### config.mk
export PLATFORM = sky130hd
export DESIGN_NAME = clint_rtc_gen
export DESIGN_NICKNAME = d
export VERILOG_FILES = /design/src/rtl/clint_rtc_gen.sv
export SDC_FILE = /design/constraint.sdc
export NUM_CORES = 1
export LEC_CHECK = 0
export CORE_MARGIN = 8
export CORE_UTILIZATION = 47
export DETAILED_ROUTE_END_ITERATION = 7
export PLACE_DENSITY = 0.7
export SKIP_CTS_REPAIR_TIMING = 1
export SLEW_MARGIN = 20
export SYNTH_ARGS = -nofsm -noshare
export SYNTH_HDL_FRONTEND = slang
export SYNTH_SLANG_ARGS = --single-unit
### constraint.sdc
create_clock -name clk_i -period 3.88 [get_ports clk_i]
set_clock_uncertainty 0.2 [all_clocks]
set_input_delay 0.97 -clock clk_i [delete_from_list [all_inputs] [get_ports clk_i]]
set_output_delay 0.97 -clock clk_i [all_outputs]
set_load 0.01 [all_outputs]
### src/rtl/clint_rtc_gen.sv
// clint_rtc_gen: phase-accumulator RTC square wave for the CLINT with boundary-aligned increment reload; optional tick counter under CLINT_RTC_GEN_TICKCNT_EN
module clint_rtc_gen #(
  parameter int unsigned         AccWidth    = 32,
  parameter logic [AccWidth-1:0] DefaultIncr = '0
) (
  input  logic                clk_i,
  input  logic                rst_ni,
  input  logic                en_i,
  input  logic                cfg_valid_i,
  output logic                cfg_ready_o,
  input  logic [AccWidth-1:0] cfg_incr_i,
  output logic                rtc_o,
  output logic                tick_o,
  output logic                pending_o
`ifdef CLINT_RTC_GEN_TICKCNT_EN
  ,
  output logic [63:0]         tick_cnt_o
`endif
);
  localparam logic [AccWidth-1:0] Half = {1'b1, {(AccWidth-1){1'b0}}};
  typedef enum logic {IDLE, PEND} state_e;
  function automatic logic [AccWidth-1:0] sat(input logic [AccWidth-1:0] x);
    return x > Half ? Half : x;
  endfunction
  state_e              state_q, state_d;
  logic [AccWidth-1:0] acc_q, acc_d, incr_q, incr_d, pend_q, pend_d;
  logic [AccWidth:0]   sum;
  logic                carry, hs;
  assign cfg_ready_o = state_q == IDLE;
  assign pending_o   = state_q == PEND;
  assign rtc_o       = acc_q[AccWidth-1];
  assign hs          = cfg_valid_i & cfg_ready_o;
  // accumulator step; a stopped accumulator never produces a period boundary
  always_comb begin
    sum   = {1'b0, acc_q} + {1'b0, incr_q};
    carry = en_i & sum[AccWidth];
    acc_d = en_i ? sum[AccWidth-1:0] : acc_q;
  end
  // increment reload: direct while stopped, otherwise deferred to the next rtc_o fall
  always_comb begin
    state_d = state_q;
    incr_d  = incr_q;
    pend_d  = pend_q;
    if (state_q == IDLE) begin
      if (hs && en_i) begin
        pend_d  = sat(cfg_incr_i);
        state_d = PEND;
      end else if (hs) begin
        incr_d = sat(cfg_incr_i);
      end
    end else if (carry || !en_i) begin
      incr_d  = pend_q;
      state_d = IDLE;
    end
  end
  // state registers; the residue in acc_q is kept across reloads for phase continuity
  always_ff @(posedge clk_i or negedge rst_ni) begin
    if (!rst_ni) begin
      state_q <= IDLE;
      acc_q   <= '0;
      incr_q  <= sat(DefaultIncr);
      pend_q  <= '0;
      tick_o  <= 1'b0;
    end else begin
      state_q <= state_d;
      acc_q   <= acc_d;
      incr_q  <= incr_d;
      pend_q  <= pend_d;
      tick_o  <= ~acc_q[AccWidth-1] & acc_d[AccWidth-1];
    end
  end
`ifdef CLINT_RTC_GEN_TICKCNT_EN
  // count rtc rising edges to cross-check the CLINT mtime increments
  always_ff @(posedge clk_i or negedge rst_ni) begin
    if (!rst_ni) tick_cnt_o <= '0;
    else         tick_cnt_o <= tick_cnt_o + {63'd0, tick_o};
  end
`endif
endmodule
* Yosys cells after proc, flatten, opt, wreduce, memory -nomap -nowiden
Index checks and enable logic that the tools add are counted.
** Cells by class
- $add $sub $neg :: 1
- Order comparisons :: 1
- Equal/unequal tests :: 2
- Multiplexer cells :: 9
- Bitwise gates (word level) :: 5
- Reduce and logical (&&, ||, !) cells :: 6
** Operators with widths (count)
- 32-bit 2-to-1 mux :: 6
- 32-bit by 32-bit adder with 33-bit output :: 1
- 32-bit > comparator, second input constant :: 1
- 1-bit AND :: 3
- 1-bit 2-to-1 mux :: 3
- 3-bit AND reduction :: 1
- 2-bit by 1-bit inequality test with 1-bit output, second input constant :: 1
- 2-bit inequality test, second input constant :: 1
- 1-bit NOT :: 2
- 2-bit AND reduction :: 1
- 2-bit nonzero test :: 1
- 1-bit logical AND :: 1
- 1-bit zero test :: 1
- 1-bit logical OR :: 1
** Storage, ports and cells
- Register bits :: 98
- Input port bits :: 36
- Output and inout port bits :: 4
- Word-level logic and storage cells :: 30

* Logic depth before layout (Yosys ltp)
Gate-level depths: netlist of run 1.
- Depth after elaboration :: 5
- Gate-level depth with buffers :: 12
- Mapped depth without buffers :: 11

* Worst setup path before layout of run 1
Ideal clock, no wire load.
- Path kind :: reg-to-reg
- Start :: register acc_q[0]
- End :: register incr_q[10]
- Library setup time :: 0.125 ns
- Arrival time :: 2.930 ns
- Required time :: 3.555 ns
- Path slack :: 0.625 ns
- Cell stages (with the launch flop) :: 13
- Path buffers :: 1
- Clock period less this slack :: 3.255 ns
- Cell sequence :: dfrtp_1 > ha_1 > inv_1 > fa_1 > nand2b_1 > a21oi_2 > o21ai_2 > o21a_2 > nor4_4 > nor2_2 > o41ai_4 > buf_6 > mux2_4
** Between the ends
- Cells in the longest elaborated chain, start to end :: 5
** RTL lines
- start, declared :: line 26 : logic [AccWidth-1:0] acc_q, acc_d, incr_q, incr_d, pend_q, pend_d;
- start signal, assigned :: line 60 : acc_q <= '0;
- start signal, assigned :: line 66 : acc_q <= acc_d;
- 32-bit by 32-bit adder with 33-bit output :: line 35 : sum = {1'b0, acc_q} + {1'b0, incr_q};
- 1-bit AND :: line 36 : carry = en_i & sum[AccWidth];
- 1-bit logical OR :: line 51 : end else if (carry || !en_i) begin
- 2-bit by 1-bit inequality test with 1-bit output (no source line)
- 3-bit AND reduction (no source line)
- end signal, assigned :: line 61 : incr_q <= sat(DefaultIncr);
- end signal, assigned :: line 67 : incr_q <= incr_d;
- end, declared :: line 26
Every way passes these cells.
A chain may end at the register's enable or synchronous reset.

* Worst setup path in the final report of run 1
- Start :: register acc_q[0]
- End :: register incr_q[0]
The elaborated chain is that of the path after synthesis.

==> results.py, run 1 <==
metrics = {
    "clock_tree": {
        "clockBufferDepth": 2,
        "cts_buffers": 9,
        "h-tree-depth": 3,
        "cts_tree": "built",
        "clk_pin_slew_worst_paths_ns": 0.07,
        "clock_latency_ns": 0.34,
        "cts.sinks": 98,
        "cts_root_buffer": "clkbuf_16",
    },
    "final_layout": {
        "most-common-layout-cells": "112 x nand2_1, 98 x dfrtp_1, 73 x o21ai_0",
        "area_growth_pct": 12.7,
        "nets": 704,
        "fillers": 1120,
        "multi_input_area_um2": 3300,
        "seqCellArea_um2": 2450,
        "fin_area_um2": 6780,
        "drive_above_1_share": 0.156,
        "antennaDiodeCount": 0,
        "final_common_cell": "nand2_1",
    },
    "power": {
        "p_total_mw": 6.18,
        "pwr-share-seq": 0.286,
        "swShare": 0.412,
        "vdd_drop_max_mv": 0.417,
        "power.density_nw_per_um2": 911,
        "clockPowerShare": 0.142,
        "p_leak_nw": 3.08,
        "p_sw_mw": 2.55,
        "p_int_mw": 3.63,
        "combPwrFrac": 0.572,
    },
    "global_routing": {
        "grt_overflow": 0,
        "antenna_found_initial": 0,
        "grt_pass1_vias": 4409,
        "grt.met1_usage": 0.214,
        "busiest_layer": "met2",
        "met2_usage": 0.250,
        "grt_pass1_wl_um": 21300,
        "gr-usage-met3": 0.0283,
        "grt_usage": 0.157,
        "grt_max_degree": 65,
    },
    "die": {
        "die_height_um": 129,
        "initial_core_util": 0.478,
        "core_area_um2": 12600,
        "die_area_um2": 16700,
        "io_pins": 40,
        "rows": 41,
        "die_w_um": 129,
    },
    "placement": {
        "globalplace.congestion": 0.880,
        "portBuffers": 39,
        "postPlaceCellArea_um2": 6480,
        "hpwl_um": 9540,
    },
    "sta": {
        "min_period_ns": 3.46,
        "rsz0062_at_grt": "no",
        "slew_headroom": 0.595,
        "tightest_slew_ns": 0.607,
        "finalSetupTns_ns": 0,
        "holdWs_ns": 0.281,
        "period_share": 0.891,
        "hold_viol": 0,
        "finalSetupViolations": 0,
        "slew_violations": 0,
        "fmax_ghz": 0.289,
    },
    "worst_setup_path": {
        "r2r_cells": 12,
        "cp-end-kind": "register",
        "worstPathArrival_ns": 3.48,
        "worst_ep_required_time_ns": 3.91,
        "worstPathMaxFanout": 32,
        "cp-start-kind": "register",
        "criticalPathCategory": "reg2reg",
    },
    "yosys": {
        "synth_top_flop_cell": "dfrtp_1",
        "ys_seq_area_frac": 0.408,
        "postSynthAreaPerCell_um2": 9.87,
        "synth_warnings": 0,
        "synthArstFlopShare": 1.00,
        "synth_seq_cells": 98,
        "ys_types": 61,
        "synth_edf_count": 0,
        "syn_nets": 678,
        "syn_inst": 609,
        "synthesis.area_um2": 6010,
    },
    "hold_path": {
        "hold_path_class": "reg2reg",
        "hold_depth": 2,
    },
    "detailed_routing": {
        "route.vias.total": 4468,
        "drt_iter0_markers": 173,
        "vias_per_cell": 5.50,
        "drc": 0,
        "avgRoutedWirePerCell_um": 15.5,
        "ant_nets": 0,
        "wirelength_um": 12600,
        "first_pass_iters": 4,
    },
    "run": {
        "drv_cap": 0,
    },
    "status": {
        "status": "finished clean",
    },
}
## state kept, by name, summed over array words and instances (netlist names)
name       cells
pending_o      1
pend_q        32
tick_o         1
incr_q        32
acc_q         32
## cells in the mapped netlist (3+ instances only)
cell | n | share of area
nand2_1 | 112 | 0.070
dfrtp_1 | 98 | 0.41
o21ai_0 | 74 | 0.062
a21oi_1 | 36 | 0.030
ha_1 | 32 | 0.067
mux2_2 | 31 | 0.058
mux2_4 | 29 | 0.072
a21o_1 | 19 | 0.024
xnor2_1 | 19 | 0.028
clkbuf_1 | 16 | 0.010
nor2_1 | 13 | 0.0081
inv_1 | 12 | 0.0075
nand4_1 | 11 | 0.011
buf_6 | 9 | 0.017
nand3_1 | 7 | 0.0058
nor4_1 | 7 | 0.0073
o21bai_1 | 7 | 0.0087
xor2_1 | 7 | 0.010
a31oi_1 | 6 | 0.0062
nor3_1 | 5 | 0.0042
o21a_1 | 5 | 0.0062
a21boi_0 | 3 | 0.0037
a41oi_1 | 3 | 0.0044
nand2b_1 | 3 | 0.0031
nor2b_1 | 3 | 0.0031
## per-stage QoR
step,utilization,cells,setup WS (ns)
3_3_place_gp,0.516,796,0.488
3_5_place_dp,0.516,796,0.431
4_1_cts,0.539,812,0.416
6_report,0.539,812,0.424
2_1_floorplan,-,609,0.625
5_1_grt,0.539,812,0.246
## metal layers
metal	up-vias	wire (µm)
met1	2162	6290
met4	0	179
li1	2220	-
met2	75	5670
met5	-	0
met3	11	422
## critical path, stage by stage, from the launching register on
cell and delay, ns:
dfrtp_1 0.35, ha_1 0.17, inv_1 0.06, fa_1 0.39
nand2b_1 0.19, a21oi_2 0.16, o21ai_2 0.10, o21a_2 0.25
nor4_4 0.32, nor2_2 0.11, o41ai_4 0.38, buf_12 0.29
mux2_2 0.36
## cell families (layout without fill, tap and decap cells)
family,Yosys count,in the layout,synth area share
AO/OA/AOI/OAI,172,172,0.176
XOR/XNOR,26,26,0.0379
adder cells (fa/ha/maj),33,33,0.0699
buffers and inverters,45,76,0.0445
flip-flops,98,98,0.408
multiplexers,62,62,0.134
AND/OR/NAND/NOR,173,173,0.130
## layout make-up
| cell class | instances | share of cell area |
|---|---|---|
| inverters | 12 | 0.00665 |
| repair buffers | 48 | 0.0691 |
| flip-flops and latches | 98 | 0.362 |
| well taps | 172 | 0.0318 |
| clock inverters | 6 | 0.00831 |
| clock buffers | 10 | 0.0353 |
| multi-input cells | 466 | 0.487 |
## power by group through the flow
stage	logic [mW]	registers [mW]	clock network, mW
final	3.53	1.77	0.879
after global routing	3.89	1.82	0.947
after CTS	3.53	1.77	0.905
after detailed placement	3.50	1.78	0
after global placement	3.39	1.75	0
after floorplan	3.03	1.65	0
## final timing paths
kind / start / endpoint / slack, ns
worst max register to register: acc_q[0] / incr_q[0] / 0.42
min in group asynchronous: rst_ni / pend_q[26] / 0.44
worst max-delay path: acc_q[0] / incr_q[0] / 0.42
worst min register to register: pend_q[4] / pend_q[4] / 0.28
worst min-delay path: pend_q[4] / pend_q[4] / 0.28
max in group asynchronous: rst_ni / pend_q[20] / 2.26
Power figures use the tool's default switching activity.
==> inputs of run 2 (changes only) <==
--- a/config.mk
+++ b/config.mk
@@ -8,7 +8,7 @@
 export CORE_MARGIN = 8
 export CORE_UTILIZATION = 47
 export DETAILED_ROUTE_END_ITERATION = 7
-export PLACE_DENSITY = 0.7
+export PLACE_DENSITY = 0.65
 export SKIP_CTS_REPAIR_TIMING = 1
 export SLEW_MARGIN = 20
 export SYNTH_ARGS = -nofsm -noshare
==> constraint.sdc (replaced) <==
create_clock -name clk_i -period 4.1 [get_ports clk_i]
set_clock_uncertainty 0.2 [all_clocks]
set_input_delay 1.025 -clock clk_i [delete_from_list [all_inputs] [get_ports clk_i]]
set_output_delay 1.025 -clock clk_i [all_outputs]
set_load 0.01 [all_outputs]
==> results.py, run 2 (same netlist as run 1, synthesis figures left out) <==
metrics = {
    "status": {
        "status": "finished clean",
    },
    "die": {
        "die_w_um": 129,
        "core_area_um2": 12600,
        "initial_core_util": 0.478,
        "die_area_um2": 16700,
        "die_height_um": 129,
        "io_pins": 40,
        "rows": 41,
    },
    "placement": {
        "pre_cts_ws_ns": 0.608,
        "hpwl_um": 10000,
        "portBuffers": 39,
        "globalplace.congestion": 0.838,
    },
    "sta": {
        "period_share": 0.848,
        "slew_headroom": 0.571,
        "slew_violations": 0,
        "tightest_slew_ns": 0.643,
        "setup_ws_ns": 0.622,
        "fmax_ghz": 0.288,
        "hold_viol": 0,
        "min_period_ns": 3.48,
        "holdWs_ns": 0.281,
        "finalSetupTns_ns": 0,
        "rsz0062_at_grt": "no",
        "finalSetupViolations": 0,
    },
    "worst_setup_path": {
        "regToRegStartpoint": "acc_q[0]",
        "rrSetupSlack_ns": 0.62,
        "reg2reg_to": "incr_q[0]",
        "cp-start-kind": "register",
        "max_stage_delay_ns": 0.40,
        "worstPathMaxFanout": 32,
        "criticalPathCategory": "reg2reg",
        "worst_ep_required_time_ns": 4.14,
        "cp-end-kind": "register",
        "cp_cell_sequence": "ha_1 > inv_1 > fa_1 > nand2b_1 > a21oi_2 > o21ai_2 > o21a_2 > nor4_4 > nor2_2 > o41ai_4 > buf_12 > mux2_2",
        "worstPathArrival_ns": 3.52,
        "timing.critical_path.from": "acc_q[0]",
        "r2r_cells": 12,
        "cp_slowest_cell": "fa_1",
    },
    "clock_tree": {
        "cts.sinks": 98,
        "h-tree-depth": 3,
        "cts_root_buffer": "clkbuf_16",
        "clockBufferDepth": 2,
        "clock_latency_ns": 0.35,
        "clk_pin_slew_worst_paths_ns": 0.07,
        "cts_buffers": 9,
        "cts_tree": "built",
    },
    "hold_path": {
        "holdPathEnd": "pend_q[4]",
        "hold_path_class": "reg2reg",
        "hold_path.startpoint": "pend_q[4]",
        "hold_depth": 2,
    },
    "final_layout": {
        "drive_above_1_share": 0.158,
        "antennaDiodeCount": 0,
        "area_growth_pct": 13.2,
        "nets": 706,
        "most-common-layout-cells": "112 x nand2_1, 97 x dfrtp_1, 73 x o21ai_0",
        "final_common_cell": "nand2_1",
        "reg_top3": "acc_q: 32 flops, incr_q: 32 flops, pend_q: 32 flops",
    },
    "detailed_routing": {
        "vias_per_cell": 5.54,
        "drc": 0,
        "first_pass_iters": 7,
        "wirelength_um": 13400,
        "drt_iter0_markers": 202,
        "ant_nets": 0,
        "avgRoutedWirePerCell_um": 16.5,
        "route.vias.total": 4504,
    },
    "power": {
        "power.density_nw_per_um2": 868,
        "p_sw_mw": 2.43,
        "p_int_mw": 3.47,
        "swShare": 0.412,
        "pwr-share-seq": 0.287,
        "p_total_mw": 5.90,
        "p_leak_nw": 3.10,
        "vdd_drop_max_mv": 0.332,
        "clockPowerShare": 0.147,
        "combPwrFrac": 0.566,
    },
    "run": {
        "drv_cap": 0,
    },
    "global_routing": {
        "grt_pass1_vias": 4417,
        "grt_max_degree": 53,
        "grt_pass1_wl_um": 22300,
        "antenna_found_initial": 0,
        "grt_usage": 0.169,
        "grt_overflow": 0,
    },
}
run 2: stage by stage:
step           cells  utilization  area (µm²)
4_1_cts          813        0.541        6800
6_report         813        0.541        6800
3_5_place_dp     798        0.518        6510
2_1_floorplan    609            -        6010
5_1_grt          813        0.541        6800
3_3_place_gp     798        0.518        6510
run 2: power groups by stage:
stage / logic (mW) / clock network [mW] / registers [mW]
after floorplan: 2.87 / 0 / 1.57
after global placement: 3.23 / 0 / 1.69
after detailed placement: 3.31 / 0 / 1.71
after CTS: 3.33 / 0.887 / 1.69
after global routing: 3.70 / 0.926 / 1.74
final: 3.34 / 0.869 / 1.70
run 2: worst max-delay path, delay by kind of cell, from the launching register on:
family                     cells  cell delay (ns)
buffers and inverters          2             0.36
and+or+nand+nor                3             0.60
adders and majority gates      2             0.58
muxes                          1             0.36
DFF                            1             0.36
AOI/OAI and AO/OA              4             0.89
run 2: how the worst max path moves through the flow:
stage / to / slack, ns / depth (start not counted)
global route: incr_q[0] / 0.47 / 12
detailed placement: incr_q[20] / 0.61 / 8
floorplan: incr_q[10] / 0.84 / 12
CTS: incr_q[0] / 0.61 / 12
global placement: incr_q[13] / 0.65 / 8
finish: incr_q[0] / 0.62 / 12
run 2: layer usage:
layer / wire (µm) / track usage
met5: 0 / 0
met2: 5900 / 0.257
met1: 6760 / 0.231
met4: 301 / 0.0684
met3: 441 / 0.0337
run 2: final cells by class:
cell class,count,area (µm²)
Clock inverter,5,65.1
Sequential cell,98,2450
Clock buffer,10,229
Fill cell,1113,5760
Inverter,12,45.0
Timing Repair Buffer,50,495
Multi-Input combinational cell,466,3300
Tap cell,172,215
